`config.mk`:
```
export PLATFORM = sky130hd
export DESIGN_NAME = lc3b_decode_stage
export DESIGN_NICKNAME = d
export VERILOG_FILES = /design/src/rtl/lc3b_types.sv /design/src/rtl/lc3b_hazard_unit.sv /design/src/rtl/lc3b_decode_stage.sv
export SDC_FILE = /design/constraint.sdc
export NUM_CORES = 1
export LEC_CHECK = 0
export ABC_AREA = 1
export CAP_MARGIN = 20
export CORE_AREA = 5 5 95 97
export DETAILED_ROUTE_END_ITERATION = 8
export DIE_AREA = 0 0 100 102
export GPL_ROUTABILITY_DRIVEN = 0
export MAX_ROUTING_LAYER = met4
export PLACE_DENSITY = 0.93
export SLEW_MARGIN = 10
export SYNTH_ARGS = -nofsm -noshare
export SYNTH_HDL_FRONTEND = slang
export SYNTH_SLANG_ARGS = --single-unit
```
`constraint.sdc`:
```
create_clock -name clk -period 3.2 [get_ports clk]
set_input_delay 0.48 -clock clk [delete_from_list [all_inputs] [get_ports clk]]
set_output_delay 0.48 -clock clk [all_outputs]
set_load 0.05 [all_outputs]
```
`src/rtl/lc3b_types.sv`:
```
// Shared LC-3b pipeline types: opcodes, ALU ops, mux-select encodings, the
// ID/EX instruction packet and the instruction decoder.
package lc3b_types;

    typedef logic [15:0] lc3b_word;
    typedef logic [2:0]  lc3b_reg;

    typedef enum logic [3:0] {
        op_br  = 4'b0000, op_add = 4'b0001, op_ldb = 4'b0010, op_stb  = 4'b0011,
        op_jsr = 4'b0100, op_and = 4'b0101, op_ldr = 4'b0110, op_str  = 4'b0111,
        op_rti = 4'b1000, op_not = 4'b1001, op_ldi = 4'b1010, op_sti  = 4'b1011,
        op_jmp = 4'b1100, op_shf = 4'b1101, op_lea = 4'b1110, op_trap = 4'b1111
    } lc3b_opcode;

    typedef enum logic [2:0] {
        alu_add, alu_and, alu_not, alu_pass, alu_sll, alu_srl, alu_sra
    } lc3b_aluop;

    localparam logic       SEL_SR2MUX_REG     = 1'b0;
    localparam logic       SEL_SR2MUX_IMM5    = 1'b1;
    localparam logic       SEL_ALUMUX_SR2     = 1'b0;
    localparam logic       SEL_ALUMUX_IMM4    = 1'b1;
    localparam logic       SEL_BRADDMUX_OFF9  = 1'b0;
    localparam logic       SEL_BRADDMUX_OFF11 = 1'b1;
    localparam logic [1:0] SEL_PCMUX_PLUS2    = 2'd0;
    localparam logic [1:0] SEL_PCMUX_BR       = 2'd1;
    localparam logic [1:0] SEL_PCMUX_REG      = 2'd2;
    localparam logic [1:0] SEL_PCMUX_TRAP     = 2'd3;
    localparam logic       SEL_DRMUX_IR       = 1'b0;
    localparam logic       SEL_DRMUX_R7       = 1'b1;
    localparam logic       SEL_CCMUX_ALU      = 1'b0;
    localparam logic       SEL_CCMUX_WDATA    = 1'b1;
    localparam logic       SEL_DATAMUX_WORD   = 1'b0;
    localparam logic       SEL_DATAMUX_BYTE   = 1'b1;
    localparam logic [1:0] SEL_RFMUX_ALU      = 2'd0;
    localparam logic [1:0] SEL_RFMUX_MEM      = 2'd1;
    localparam logic [1:0] SEL_RFMUX_PC       = 2'd2;
    localparam logic [1:0] SEL_RFMUX_BRADD    = 2'd3;
    localparam logic       SEL_WDATAMUX_WORD  = 1'b0;
    localparam logic       SEL_WDATAMUX_BYTE  = 1'b1;
    localparam logic [1:0] SEL_ADDRMUX_ALU    = 2'd0;
    localparam logic [1:0] SEL_ADDRMUX_MDR    = 2'd1;
    localparam logic [1:0] SEL_ADDRMUX_TRAP   = 2'd2;

    typedef struct packed {
        lc3b_opcode opcode;
        lc3b_word   pc;
        lc3b_word   inst;
        lc3b_reg    dr_sr;
        lc3b_reg    sr1;
        lc3b_reg    sr2;
        logic [2:0] nzp;
        lc3b_aluop  aluop;
        logic       sr2_mux_sel;
        logic       alumux_sel;
        logic       load_regfile;
        logic       load_cc;
        logic       mem_read;
        logic       mem_write;
        logic       byte_op;
        logic       braddmux_sel;
        logic [1:0] pcmux_sel;
        logic       drmux_sel;
        logic       cc_mux_sel;
        logic       datamux_sel;
        logic [1:0] regfile_mux_sel;
        logic       wdatamux_sel;
        logic [1:0] addrmux_sel;
    } lc3b_ipacket;

    function automatic logic uses_src1(lc3b_word inst);
        lc3b_opcode op = lc3b_opcode'(inst[15:12]);
        return !(op == op_br || op == op_lea || op == op_trap || (op == op_jsr && inst[11]));
    endfunction

    function automatic logic uses_src2(lc3b_word inst);
        lc3b_opcode op = lc3b_opcode'(inst[15:12]);
        return ((op == op_add || op == op_and) && !inst[5]) ||
               op == op_stb || op == op_str || op == op_sti;
    endfunction

    function automatic lc3b_reg src2_reg(lc3b_word inst);
        lc3b_opcode op = lc3b_opcode'(inst[15:12]);
        return (op == op_add || op == op_and) ? inst[2:0] : inst[11:9];
    endfunction

    function automatic lc3b_ipacket lc3b_decode(lc3b_word pc, lc3b_word inst);
        lc3b_ipacket p;
        lc3b_opcode  op = lc3b_opcode'(inst[15:12]);
        p        = '0;
        p.opcode = op;
        p.pc     = pc;
        p.inst   = inst;
        p.sr1    = inst[8:6];
        p.nzp    = inst[11:9];
        p.dr_sr  = (op == op_jsr || op == op_trap) ? 3'd7 : inst[11:9];
        p.sr2    = uses_src2(inst) ? src2_reg(inst) : 3'd0;
        p.aluop  = alu_pass;
        case (op)
            op_add, op_and: begin
                p.aluop        = (op == op_add) ? alu_add : alu_and;
                p.sr2_mux_sel  = inst[5] ? SEL_SR2MUX_IMM5 : SEL_SR2MUX_REG;
                p.load_regfile = 1'b1;
                p.load_cc      = 1'b1;
            end
            op_not: begin
                p.aluop        = alu_not;
                p.load_regfile = 1'b1;
                p.load_cc      = 1'b1;
            end
            op_shf: begin
                p.aluop        = !inst[4] ? alu_sll : (inst[5] ? alu_sra : alu_srl);
                p.alumux_sel   = SEL_ALUMUX_IMM4;
                p.load_regfile = 1'b1;
                p.load_cc      = 1'b1;
            end
            op_ldb, op_ldr, op_ldi: begin
                p.mem_read        = 1'b1;
                p.load_regfile    = 1'b1;
                p.load_cc         = 1'b1;
                p.byte_op         = (op == op_ldb);
                p.datamux_sel     = (op == op_ldb) ? SEL_DATAMUX_BYTE : SEL_DATAMUX_WORD;
                p.regfile_mux_sel = SEL_RFMUX_MEM;
                p.cc_mux_sel      = SEL_CCMUX_WDATA;
                p.addrmux_sel     = (op == op_ldi) ? SEL_ADDRMUX_MDR : SEL_ADDRMUX_ALU;
            end
            op_stb, op_str: begin
                p.mem_write    = 1'b1;
                p.byte_op      = (op == op_stb);
                p.wdatamux_sel = (op == op_stb) ? SEL_WDATAMUX_BYTE : SEL_WDATAMUX_WORD;
            end
            op_sti: begin
                // Indirect store reads the pointer before writing through it.
                p.mem_read    = 1'b1;
                p.mem_write   = 1'b1;
                p.addrmux_sel = SEL_ADDRMUX_MDR;
            end
            op_lea: begin
                p.load_regfile    = 1'b1;
                p.load_cc         = 1'b1;
                p.braddmux_sel    = SEL_BRADDMUX_OFF9;
                p.regfile_mux_sel = SEL_RFMUX_BRADD;
                p.cc_mux_sel      = SEL_CCMUX_WDATA;
            end
            op_br: begin
                p.braddmux_sel = SEL_BRADDMUX_OFF9;
                p.pcmux_sel    = SEL_PCMUX_BR;
            end
            op_jsr: begin
                p.load_regfile    = 1'b1;
                p.drmux_sel       = SEL_DRMUX_R7;
                p.regfile_mux_sel = SEL_RFMUX_PC;
                p.braddmux_sel    = SEL_BRADDMUX_OFF11;
                p.pcmux_sel       = inst[11] ? SEL_PCMUX_BR : SEL_PCMUX_REG;
            end
            op_jmp: p.pcmux_sel = SEL_PCMUX_REG;
            op_trap: begin
                p.load_regfile    = 1'b1;
                p.mem_read        = 1'b1;
                p.drmux_sel       = SEL_DRMUX_R7;
                p.regfile_mux_sel = SEL_RFMUX_PC;
                p.pcmux_sel       = SEL_PCMUX_TRAP;
                p.addrmux_sel     = SEL_ADDRMUX_TRAP;
            end
            default: ;
        endcase
        return p;
    endfunction

endpackage

```
`src/rtl/lc3b_hazard_unit.sv`:
```
// Load-use hazard detect: the offered instruction reads the register that the
// load currently in EX has not yet written back.
module lc3b_hazard_unit
    import lc3b_types::*;
(
    input  logic        if_valid,
    input  logic [15:0] if_inst,
    input  logic        ex_valid,
    input  lc3b_ipacket ex_packet,
    output logic        hazard
);

    logic src1_hit;
    logic src2_hit;
    logic unused_bits;

    assign src1_hit = uses_src1(if_inst) && (if_inst[8:6] == ex_packet.dr_sr);
    assign src2_hit = uses_src2(if_inst) && (src2_reg(if_inst) == ex_packet.dr_sr);

    assign hazard = if_valid && ex_valid && ex_packet.mem_read && ex_packet.load_regfile &&
                    (src1_hit || src2_hit);

    assign unused_bits = ^{ex_packet, if_inst};

endmodule

```
`src/rtl/lc3b_decode_stage.sv`:
```
// LC-3b ID stage: decodes {pc, inst} into the ID/EX packet register and inserts
// a single bubble on a load-use hazard against the instruction in EX.
module lc3b_decode_stage
    import lc3b_types::*;
#(
    parameter bit BUBBLE_ON_ILLEGAL = 1'b1
) (
    input  logic        clk,
    input  logic        reset,
    input  logic        if_valid,
    output logic        if_ready,
    input  logic [15:0] if_pc,
    input  logic [15:0] if_inst,
    input  logic        flush,
    input  lc3b_ipacket ex_packet,
    input  logic        ex_valid,
    output logic        id_valid,
    input  logic        id_ready,
    output lc3b_ipacket id_packet
);

    typedef enum logic [0:0] {StRun, StStall} hz_state_e;

    hz_state_e   state_q, state_d;
    logic        id_valid_q, id_valid_d;
    lc3b_ipacket id_packet_q, id_packet_d;
    lc3b_ipacket decoded;
    logic        hazard_raw;
    logic        hazard;
    logic        room;

    lc3b_hazard_unit u_hazard (
        .if_valid  (if_valid),
        .if_inst   (if_inst),
        .ex_valid  (ex_valid),
        .ex_packet (ex_packet),
        .hazard    (hazard_raw)
    );

    // In StStall the load has moved past EX, so the compare is ignored.
    assign hazard   = hazard_raw && (state_q == StRun);
    assign room     = !id_valid_q || id_ready;
    assign if_ready = !flush && !hazard && room;

    always_comb begin
        decoded = lc3b_decode(if_pc, if_inst);
        if (BUBBLE_ON_ILLEGAL && decoded.opcode == op_rti) begin
            decoded        = '0;
            decoded.opcode = op_rti;
            decoded.pc     = if_pc;
            decoded.inst   = if_inst;
        end
    end

    always_comb begin
        state_d     = StRun;
        id_valid_d  = id_valid_q;
        id_packet_d = id_packet_q;
        if (flush) begin
            id_valid_d  = 1'b0;
            id_packet_d = '0;
        end else if (hazard && room) begin
            id_valid_d  = 1'b1;
            id_packet_d = '0;
            state_d     = StStall;
        end else if (if_valid && if_ready) begin
            id_valid_d  = 1'b1;
            id_packet_d = decoded;
        end else if (id_ready) begin
            id_valid_d  = 1'b0;
        end
    end

    always_ff @(posedge clk) begin
        if (reset) begin
            state_q     <= StRun;
            id_valid_q  <= 1'b0;
            id_packet_q <= '0;
        end else begin
            state_q     <= state_d;
            id_valid_q  <= id_valid_d;
            id_packet_q <= id_packet_d;
        end
    end

    assign id_valid  = id_valid_q;
    assign id_packet = id_packet_q;

endmodule

```
; Word level (Yosys, flattened, before mapping)
; Cells that the tools add are included.
[totals]
register_bits = 71
input_bits = 107
word_cells = 116
[classes]
eq_ne = 17
muxes = 32
n_bitwise = 1
reduce_logical = 41
[ops]
columns = op, n
row1 = two-way mux 69 bit, 1
row2 = equality test 4 bit (second input constant), 8
row3 = two-way mux 1 bit, 20
row4 = equality test 4 x 3 -> 1 bit (second input constant), 4
row5 = logical AND 1 bit, 13
row6 = one-hot mux 2 bit (3 select lines), 2
row7 = logical OR 1 bit, 10
row8 = OR reduction 10 bit, 1
row9 = two-way mux 3 bit, 3
row10 = one-hot mux 3 bit (3 select lines), 1
row11 = OR reduction 3 bit, 3
row12 = equality test 4 x 2 -> 1 bit (second input constant), 2
row13 = one-hot mux 2 bit (4 select lines), 1
row14 = OR reduction 2 bit, 4
row15 = OR reduction 8 bit, 1
row16 = equality test 3 bit, 2
row17 = two-way mux 2 bit, 3
row18 = logical NOT 1 bit, 5
row19 = OR reduction 5 bit, 1
row20 = equality test 4 x 1 -> 1 bit (second input constant), 1
row21 = logical NOT 4 bit, 1
row22 = OR reduction 4 bit, 1
row23 = nonzero test 3 bit, 1
row24 = one-hot mux 1 bit (2 select lines), 1
row25 = inverter 1 bit, 1

; Logic depth before layout (Yosys ltp)
; Gate-level depths: netlist of run 1.
[logic_depth]
ltp_word = 16
depth_mapped = 17
ltp_nobuf = 14

; By module
; From an unflattened synthesis of run 1, not the netlist that was laid out.
[hier_totals]
cells_unflattened = 425
hier_area_um2 = 3020.4
[modules_own_cells]
columns = mod, instances, cells_per_inst, area_each_um2, seq_area_each_um2
row1 = lc3b_decode_stage, 1, 373, 2777.7, 1401.3
row2 = lc3b_hazard_unit, 1, 52, 242.7, 0.0

; Worst setup path after synthesis of run 1
; OpenSTA, ideal clock, no wires.
[synth_timing]
path_kind = input port to output port
from = input if_inst[13]
to = output if_ready
arrival_ns = 2.363
required_ns = 2.720
setup_slack_ns = 0.357
path_stages = 13
n_path_buf = 2
cell_sequence = inv_1 ha_1 buf_2 nand2_4 nand2_1 a21oi_1 nor2_1 nand2_1 nand2_1 nand2_2 clkbuf_1 nand2_1 nor2_1
[synth_between]
elab_chain_len = 13
[synth_lines]
columns = item, line_no
row1 = "start, declared", lc3b_decode_stage.sv:13  ; input logic [15:0] if_inst,
row2 = branches (longest 7 deep; another with equality test 4 x 1 -> 1 bit), n/a
row3 = logical OR 1 bit (*), lc3b_hazard_unit.sv:21  ; (src1_hit || src2_hit);
row4 = logical AND 1 bit (*), lc3b_hazard_unit.sv:20  ; assign hazard = if_valid && ex_valid && ex_packet.mem_read && ex_packet.load_regfile &&
row5 = logical AND 1 bit (*), lc3b_decode_stage.sv:41  ; assign hazard = hazard_raw && (state_q == StRun);
row6 = logical NOT 1 bit (*), lc3b_decode_stage.sv:43  ; assign if_ready = !flush && !hazard && room;
row7 = logical AND 1 bit (*) (2 in a row), lc3b_decode_stage.sv:43
row8 = "end, declared", lc3b_decode_stage.sv:11  ; output logic if_ready,
; Mark *: on every way between the ends.

; Final worst setup path of run 1
; Same ends and word-level chain as after synthesis.

==> results of run 1 <==
==> sequential cells by signal (all words and copies together) (netlist names) <==
| name | count |
|---|---|
| id_packet | 67 |
| id_valid | 1 |
| state_q | 1 |
==> report_power, final <==
| part | leakage, nW | total, mW | switching (mW) | internal (mW) |
|---|---|---|---|---|
| Sequential | 0.560 | 0.897 | 0.0129 | 0.884 |
| Combinational | 1.49 | 0.418 | 0.263 | 0.155 |
| Clock | 0.110 | 0.798 | 0.316 | 0.482 |
==> final timing paths <==
path	from	to	slack (ns)	depth (start not counted)
setup / recovery	if_inst[13]	if_ready	0.34	12
setup reg to reg	id_valid	id_packet[52]	1.32	8
hold reg to reg	id_packet[28]	id_packet[28]	0.46	2
hold / removal	id_packet[28]	id_packet[28]	0.46	2
==> cell type report <==
| type | count | area, um^2 |
|---|---|---|
| Tap cell | 105 | 131 |
| Multi-Input combinational cell | 340 | 1550 |
| Timing Repair Buffer | 123 | 1230 |
| Clock buffer | 13 | 159 |
| Inverter | 83 | 312 |
| Fill cell | 755 | 3220 |
| Sequential cell | 69 | 1380 |
| Clock inverter | 3 | 67.6 |
==> cells by family after synthesis <==
kind of cell	Yosys count	share of synthesized area
xor+xnor	3	0.00773
fa+ha+maj	5	0.0184
buf+inv	116	0.143
compound gates	36	0.0559
simple gates	296	0.368
flops	69	0.406
==> per-layer routing <==
layer	vias up	global-route usage	wire length, um	part of all wire
li1	1819	-	-	-
met4	0	0.0725	252	0.026
met1	1614	0.231	4100	0.42
met3	26	0.0512	773	0.079
met2	147	0.324	4650	0.48
met5	-	-	0	0
==> per-stage QoR <==
stage,utilization,instances
finish,0.601,736
global route,0.601,736
CTS,0.599,736
detailed placement,0.571,720
global placement,0.571,720
floorplan,-,525
==> cells in the final DEF (no fill, tap or decap), types with 2 or more instances in the layout <==
cell type	Yosys	layout
a21oi_1	27	27
buf_12	0	2
buf_4	7	9
bufinv_16	0	2
clkbuf_1	9	2
clkbuf_8	0	11
clkdlybuf4s50_1	0	111
dfxtp_1	69	69
ha_1	5	4
inv_1	81	81
inv_2	2	2
nand2_1	144	144
nand2_2	2	2
nand3_1	16	16
nand4_1	39	39
nor2_1	91	90
o21ai_0	4	4
xnor2_1	2	2
==> tightest hold or removal path: stages (launching register included) <==
cell and delay [ns]:
dfxtp_1 0.31, nand2_1 0.06, a21oi_1 0.05
==> metrics.yaml, run 1 <==
yosys:
  post_synth_main_area_contributors: "dfxtp_1 41%, nand2_1 16%, nor2_1 10%, inv_1 8.9%, nand4_1 7.2%"
  yosys_warnings: 0
  yosysMostFrequentCell: "nand2_1"
  dominantRegCellSynth: "dfxtp_1"
  synth.lib_cells_used.distinct: 27
  seq_area_frac_synth: 0.406
  synth_edf_count: 0
  postSynthRegisterBits: 69
  syn-num-nets: 637
  post_synth.cell_area_avg_um2: 6.48
  synthDominantCellAreaShare: 0.406
  ys_async_sr_fraction: 0
  yosys-top-cells-count: "144 x nand2_1, 91 x nor2_1, 81 x inv_1"
  postSynthCellCount: 525
  post_synthesis_cell_area_mm2: 0.00340
  synth_largest_area_cell: "dfxtp_1"
clock_tree:
  htree_num_levels: 3
  cts.repair.resized: 0
  clock_tree.buffer_depth: 2
  buffer_type_at_the_clock_tree_root: "clkbuf_8"
  cts_buffers: 9
  clkLatencyLatePin_ns: 0.34
  cts.sinks: 69
  tritoncts: "built"
  cts_hold_repair.buffers: 0
  clk_pin_slew_worst_paths_ns: 0.07
  post-cts-setup-buffer-count: 0
sta:
  tightest_hold_margin_ns: 0.461
  timing_hold_violations_final: 0
  finalSetupViolCount: 0
  final_critical_path_setup_slack_ns: 0.342
  slew_headroom: 0.523
  final.setup.tns_ns: 0
  finalMaxSlewViolations: 0
  max_clock_freq_ghz: 0.350
  clock-skew-final_ns: 0.00481
  worstMarginPinSlew_ns: 0.714
  final_period_minus_worst_setup_slack_ns: 2.86
  grt_setup_unrepaired: "false"
  final_worst_path_cycle_share: 0.893
power_and_ir_drop:
  vdd_ir_drop_max_mv: 0.280
  powerDensity_mw_per_mm2: 437
  design_power_total_mw: 2.11
  leakage_nw: 2.16
route:
  drt-vias-per-instance: 4.90
  drt_first_pass_iters: 4
  final_antenna_net_count: 0
  route.final.wire_length_um: 9780
  via_count: 3606
  drt_first_iter_violations: 415
  routedWlPerCell_um: 13.3
  drcViolationCount: 0
floorplanning:
  fp.coreArea_mm2: 0.00805
  die_w_um: 100
  floorplan.die.height_um: 102
  die_area_mm2: 0.0102
  initial_utilization: 0.422
  io-pin-count: 178
  floorplan.rows: 33
placed_design:
  place_worst_setup_slack_ns: 0.135
  dp.final_hpwl_um: 7320
  placed_cell_area_mm2: 0.00459
  port_buffers: 113
grt:
  grt_pass1_wl_um: 15600
  via_count_of_the_first_global_routing_pass: 3454
  gr-usage-all-layers: 0.196
  grt_overflow_total: 0
  initial_antenna_violation_count: 0
  grt_max_degree: 41
setup_path:
  path_buf_inv: 4
  worst_ep_required_time_ns: 2.72
  crit_path_start_kind: "input pin"
  slowest_stage: "clkdlybuf4s50_1"
  timing.critical_path.fanout_max: 5
  crit_chain: "clkdlybuf4s50_1 > buf_4 > ha_1 > inv_1 > nor2_1 > a21oi_1 > nand4_1 > nand2_1 > nand2_2 > nand2_1 > nor2_1 > buf_4"
  timing_worst_setup_path_type: "input pin to output port"
  cp.arrival_ns: 2.38
  max_stage_delay_ns: 0.43
  worst_setup_end_kind: "output port"
  path_delay_family: "buffers and inverters"
layout:
  relative_area_change_from_synthesis_to_final_layout_pct: 42.3
  final_layout_size_suffix_gt1_frac: 0.0523
  design.final.nets: 738
  final_cell_area_mm2: 0.00484
  antennaDiodeCount: 0
status:
  status: "completed"
job:
  cap_viol_max_count: 0
hold_path:
  min_path_type: "register to register"
No activity file was read; power rests on OpenSTA's default activity.
==> run 2, diff against run 1 <==
--- a/config.mk
+++ b/config.mk
@@ -7,12 +7,13 @@
 export LEC_CHECK = 0
 export ABC_AREA = 1
 export CAP_MARGIN = 20
-export CORE_AREA = 5 5 95 97
+export CORE_AREA = 5 5 99 101
 export DETAILED_ROUTE_END_ITERATION = 8
-export DIE_AREA = 0 0 100 102
+export DIE_AREA = 0 0 104 106
 export GPL_ROUTABILITY_DRIVEN = 0
 export MAX_ROUTING_LAYER = met4
-export PLACE_DENSITY = 0.93
+export PLACE_DENSITY = 0.87
+export SETUP_SLACK_MARGIN = 0.02
 export SLEW_MARGIN = 10
 export SYNTH_ARGS = -nofsm -noshare
 export SYNTH_HDL_FRONTEND = slang
==> constraint.sdc (replaced) <==
create_clock -name clk -period 3 [get_ports clk]
set_input_delay 0.45 -clock clk [delete_from_list [all_inputs] [get_ports clk]]
set_output_delay 0.45 -clock clk [all_outputs]
set_load 0.05 [all_outputs]
==> metrics.yaml, run 2 (same netlist as run 1, synthesis figures left out) <==
status:
  status: "completed"
route:
  route.final.wire_length_um: 9710  # -0.76%
  drt_first_pass_iters: 6  # +2
  drt_first_iter_violations: 343  # -17%
  drt-vias-per-instance: 4.80  # -2.1%
  final_antenna_net_count: 0  # unchanged
  via_count: 3555  # -1.4%
  routedWlPerCell_um: 13.1  # -1.4%
  drcViolationCount: 0  # unchanged
clock_tree:
  post-cts-setup-buffer-count: 0  # unchanged
  cts_buffers: 9  # unchanged
  clock_tree.buffer_depth: 2  # unchanged
  htree_num_levels: 3  # unchanged
  clk_pin_slew_worst_paths_ns: 0.07  # about the same
  tritoncts: "built"
  cts_hold_repair.buffers: 0  # unchanged
  clkLatencyLatePin_ns: 0.34  # about the same
  buffer_type_at_the_clock_tree_root: "clkbuf_8"
  cts.sinks: 69  # unchanged
grt:
  grt_overflow_total: 0  # unchanged
  grt_max_degree: 48  # +17%
  initial_antenna_violation_count: 0  # unchanged
  gr-usage-all-layers: 0.180  # -0.0157
  grt_pass1_wl_um: 16100  # +3.3%
  via_count_of_the_first_global_routing_pass: 3409  # -1.3%
setup_path:
  worst_ep_required_time_ns: 2.55  # -0.17 ns
  crit_path_start_kind: "input pin"
  path_buf_inv: 4  # unchanged
  max_stage_delay_ns: 0.52  # +0.09 ns
  slowest_stage: "clkdlybuf4s50_1"
  timing.rr.start: "id_valid"
  path_delay_family: "buffers and inverters"
  r2r.worst_path.cells: 8  # unchanged
  crit_chain: "clkdlybuf4s50_1 > buf_4 > ha_2 > inv_1 > nor2_1 > a21oi_2 > nand4_1 > nand2_2 > nand2_2 > nand2_1 > nor2_1 > buf_4"
  worst_setup_end_kind: "output port"
  timing.reg2reg.setup_slack_ns: 1.43  # +0.11 ns
  timing.critical_path.fanout_max: 5  # unchanged
  r2r_end: "id_packet[34]"
  timing_worst_setup_path_type: "input pin to output port"
  cp.arrival_ns: 2.36  # -0.02 ns
power_and_ir_drop:
  design_power_total_mw: 2.23  # +5.4%
  power_switching_mw: 0.648  # +9.6%
  vdd_ir_drop_max_mv: 0.242  # -14%
  pwr-share-comb: 0.201  # +0.003
  p_int_mw: 1.58  # +3.7%
  power_share_of_the_sequential_group: 0.430  # +0.006
  clkPwrFrac: 0.370  # -0.008
  switching_share: 0.291  # +0.0112
  leakage_nw: 2.16  # about the same
  powerDensity_mw_per_mm2: 459  # +5.1%
sta:
  slew_headroom: 0.612  # +0.0887
  grt_setup_unrepaired: "false"
  finalSetupViolCount: 0  # unchanged
  clock-skew-final_ns: 0.00662  # +0.00181 ns
  max_clock_freq_ghz: 0.356
  final_worst_path_cycle_share: 0.937
  timing_hold_violations_final: 0  # unchanged
  final.setup.tns_ns: 0  # unchanged
  final_period_minus_worst_setup_slack_ns: 2.81
  finalMaxSlewViolations: 0  # unchanged
  worstMarginPinSlew_ns: 0.581  # -0.133 ns
layout:
  antennaDiodeCount: 0  # unchanged
  post_layout_nonfiller_instances: 741  # +0.68%
  layout.filler_cells: 846  # +12%
  largest_register_ffs: 67  # unchanged
  layout.core_utilization: 0.542  # -0.0582
  design.final.nets: 737  # -0.14%
  relative_area_change_from_synthesis_to_final_layout_pct: 42.5
  most_common_cell_after_layout_fill_and_taps_aside: "nand2_1"
  layout.cells.most_common_list: "143 x nand2_1, 111 x clkdlybuf4s50_1, 90 x nor2_1"
  final_layout_size_suffix_gt1_frac: 0.0571  # +0.00484
  final_cell_area_mm2: 0.00485  # +0.21%
placed_design:
  dp_cells: 725  # +0.69%
  placed_cell_area_mm2: 0.00461  # +0.27%
  dp.final_hpwl_um: 7110  # -2.9%
  port_buffers: 113  # unchanged
floorplanning:
  floorplan.die.height_um: 106  # +3.9%
  die_w_um: 104  # +4.0%
  floorplan.rows: 35  # +6.1%
  fp.coreArea_mm2: 0.00893  # +11%
  initial_utilization: 0.381  # -0.0417
  io-pin-count: 178  # unchanged
  die_area_mm2: 0.0110  # +8.1%
hold_path:
  min_path_type: "register to register"
  timing.hold.worst.start: "id_packet[27]"
  hold_path_end: "id_packet[27]"
  holdPathStages: 2  # unchanged
job:
  cap_viol_max_count: 0  # unchanged
-- run 2: cell count changes in the layout (fill, tap and decap cells not counted), moves of 2 or more --
| cell | before | now |
|---|---|---|
| clkinv_4 | 0 | 2 |
| clkbuf_8 | 11 | 9 |
| clkinv_2 | 0 | 2 |
| buf_4 | 9 | 7 |
-- run 2: worst max path at each step --
stage | from | end | cells after the start
after CTS | if_inst[12] | if_ready | 12
after floorplan | if_inst[13] | if_ready | 13
after detailed placement | if_inst[12] | id_packet[52] | 12
final | if_inst[13] | if_ready | 12
after global routing | if_inst[13] | if_ready | 12
after global placement | if_inst[12] | id_packet[10] | 12
-- run 2: what timing repair did --
item / in CTS / in global routing
setup endpoints to repair: 1 / 1
resized for setup: 1 / 5
pin swaps: 0 / 0
-- run 2: per-stage QoR --
stage               setup WS (ns)  hold slack [ns]
floorplan                   0.217            0.535
global placement           0.0916            0.450
detailed placement        0.00268            0.454
CTS                        0.0349            0.466
global route               0.0339            0.490
finish                      0.188            0.464
-- run 2: layer usage --
layer | up-vias | part of all wire | global-route usage
li1 | 1812 | - | -
met1 | 1577 | 0.44 | 0.213
met2 | 147 | 0.47 | 0.293
met3 | 19 | 0.076 | 0.0546
met4 | 0 | 0.017 | 0.0620
met5 | - | 0 | -
-- run 2: layout make-up --
| class | instances | area [um^2] | share of cell area |
|---|---|---|---|
| Clock buffer | 10 | 128 | 0.0263 |
| Clock inverter | 6 | 87.6 | 0.0181 |
| Inverter | 83 | 312 | 0.0643 |
| Multi-Input combinational cell | 340 | 1560 | 0.322 |
| Sequential cell | 69 | 1380 | 0.285 |
| Tap cell | 111 | 139 | 0.0287 |
| Timing Repair Buffer | 122 | 1240 | 0.255 |
-- run 2: tightest hold or removal path, cell delays in order (launching register included) --
cell	delay, ns
dfxtp_1	0.31
nand2_1	0.06
a21oi_1	0.05
-- run 2: power groups by stage --
| stage | Sequential [mW] | Combinational [mW] | Clock, mW |
|---|---|---|---|
| final | 0.956 | 0.446 | 0.823 |
| after global routing | 0.960 | 0.485 | 0.898 |
| after CTS | 0.957 | 0.445 | 0.845 |
| after detailed placement | 0.978 | 0.442 | 0 |
| after global placement | 0.976 | 0.433 | 0 |
| after floorplan | 1.07 | 0.183 | 0 |
==> run 3, diff against run 2 <==
--- a/config.mk
+++ b/config.mk
@@ -10,7 +10,6 @@
 export CORE_AREA = 5 5 99 101
 export DETAILED_ROUTE_END_ITERATION = 8
 export DIE_AREA = 0 0 104 106
-export GPL_ROUTABILITY_DRIVEN = 0
 export MAX_ROUTING_LAYER = met4
 export PLACE_DENSITY = 0.87
 export SETUP_SLACK_MARGIN = 0.02
==> metrics.yaml, run 3 (same netlist as run 1, synthesis figures left out) <==
status:
  status: "completed"
clock_tree:
  cts_buffers: 9  # unchanged
  clkLatencyLatePin_ns: 0.34  # about the same
  post-cts-setup-buffer-count: 0  # unchanged
  cts.sinks: 69  # unchanged
  buffer_type_at_the_clock_tree_root: "clkbuf_8"
  htree_num_levels: 3  # unchanged
  clock_tree.buffer_depth: 2  # unchanged
  tritoncts: "built"
  clk_pin_slew_worst_paths_ns: 0.08  # about the same
hold_path:
  timing.hold.worst.start: "id_packet[21]"
  min_path_type: "register to register"
setup_path:
  worst_ep_required_time_ns: 2.55  # about the same
  cp.arrival_ns: 2.32  # -0.04 ns
  crit_chain: "clkdlybuf4s50_1 > buf_4 > ha_2 > inv_1 > nor2_1 > a21oi_2 > nand4_1 > nand2_1 > nand2_2 > nand2_1 > nor2_1 > buf_6"
  worst_setup_end_kind: "output port"
  max_stage_delay_ns: 0.48  # -0.04 ns
  timing_worst_setup_path_type: "input pin to output port"
  path_buf_inv: 4  # unchanged
  path_delay_family: "buffers and inverters"
  worst_setup_path_startpoint: "if_inst[13]"
  slowest_stage: "clkdlybuf4s50_1"
  timing.rr.start: "id_valid"
  timing.critical_path.fanout_max: 5  # unchanged
  crit_path_start_kind: "input pin"
placed_design:
  dp.final_hpwl_um: 7300  # +2.7%
  port_buffers: 113  # unchanged
  dp_cells: 731  # +0.83%
  globalplace.congestion: 0.842
  place_worst_setup_slack_ns: 0.0186  # +0.0159 ns
layout:
  final_layout_size_suffix_gt1_frac: 0.0660  # +0.00889
  most_common_cell_after_layout_fill_and_taps_aside: "nand2_1"
  design.final.nets: 743  # +0.81%
  post_layout_nonfiller_instances: 747  # +0.81%
  relative_area_change_from_synthesis_to_final_layout_pct: 43.2
  antennaDiodeCount: 0  # unchanged
  largest_register_ffs: 67  # unchanged
  layout.cells.most_common_list: "144 x nand2_1, 111 x clkdlybuf4s50_1, 90 x nor2_1"
power_and_ir_drop:
  vdd_ir_drop_max_mv: 0.318  # +32%
  powerDensity_mw_per_mm2: 446  # -2.9%
  leakage_nw: 2.17  # +0.60%
sta:
  grt_setup_unrepaired: "false"
  final_period_minus_worst_setup_slack_ns: 2.77  # -0.0385 ns
  final_worst_path_cycle_share: 0.925  # -0.0128
  slew_headroom: 0.598  # -0.0145
  finalMaxSlewViolations: 0  # unchanged
  max_clock_freq_ghz: 0.361  # +1.4%
  timing_hold_violations_final: 0  # unchanged
  final.setup.tns_ns: 0  # unchanged
  finalSetupViolCount: 0  # unchanged
  final_critical_path_setup_slack_ns: 0.226  # +0.0385 ns
  worstMarginPinSlew_ns: 0.603  # +0.0217 ns
  clock-skew-final_ns: 0.00782  # +0.00120 ns
floorplanning:
  io-pin-count: 178  # unchanged
  die_area_mm2: 0.0110  # unchanged
  fp.coreArea_mm2: 0.00893  # unchanged
  initial_utilization: 0.381  # unchanged
  floorplan.rows: 35  # unchanged
  die_w_um: 104  # unchanged
  floorplan.die.height_um: 106  # unchanged
route:
  route.final.wire_length_um: 9720  # +0.18%
  routedWlPerCell_um: 13.0  # -0.63%
  drt_first_iter_violations: 198  # -42%
  final_antenna_net_count: 0  # unchanged
  drcViolationCount: 0  # unchanged
  drt_first_pass_iters: 4  # -2
  via_count: 3464  # -2.6%
  drt-vias-per-instance: 4.64  # -3.3%
job:
  cap_viol_max_count: 0  # unchanged
grt:
  via_count_of_the_first_global_routing_pass: 3287  # -3.6%
  gr-usage-all-layers: 0.177  # -0.00375
  grt_pass1_wl_um: 16000  # -0.73%
  grt_overflow_total: 0  # unchanged
  initial_antenna_violation_count: 0  # unchanged
  grt_max_degree: 41  # -15%
-- run 3: cell count changes in the layout (fill, tap and decap cells not counted), sizes merged --
cell,delta
buf,+6
bufinv,-1
clkinv,-2
clkinvlp,+3
-- run 3: timing repair --
action,in CTS,in global routing
cloned,0,0
hold buffers,0,0
resized for setup,1,4
endpoints found under the setup margin,1,1
-- run 3: final cells by class --
cell class,instances,area [um^2]
clock inverter,6,62.6
sequential,69,1380
inverter,83,312
clock buffer,10,138
multi-input combinational,340,1550
timing repair buffer,128,1280
fill,876,4070
tap,111,139
-- run 3: metrics by stage --
| step | util | power, mW | area (um^2) | hold WS, ns |
|---|---|---|---|---|
| after CTS | 0.544 | 2.19 | 4860 | 0.468 |
| after detailed placement | 0.521 | 1.43 | 4650 | 0.455 |
| after global routing | 0.545 | 2.27 | 4870 | 0.481 |
| after global placement | 0.521 | 1.42 | 4650 | 0.449 |
| final | 0.545 | 2.17 | 4870 | 0.465 |
| after floorplan | - | 1.25 | 3400 | 0.535 |
-- run 3: worst reg2reg max path: stages, from the launching register on --
cell and delay [ns]:
dfxtp_1 0.34, inv_1 0.04, nor2_1 0.17, inv_1 0.09, nand3_1 0.12, nand2_2 0.08
inv_2 0.44, nand2_1 0.14, nor2_1 0.12
-- run 3: path summary, 6_finish.rpt --
kind                   end  slack [ns]  cells after the start
max               if_ready        0.23                     12
min          id_packet[21]        0.46                      2
max reg2reg  id_packet[62]        1.39                      8
min reg2reg  id_packet[21]        0.46                      2
-- run 3: power breakdown --
part,total (mW),switching (mW),internal [mW]
clock network,0.763,0.360,0.403
logic,0.450,0.278,0.172
registers,0.957,0.0142,0.942
total,2.17,0.652,1.52
-- run 3: routing by layer --
layer,GRT usage,wire length [um],vias up
li1,-,-,1826
met2,0.301,4710,85
met1,0.204,4340,1545
met4,0.0370,91,0
met5,-,0,-
met3,0.0583,577,8
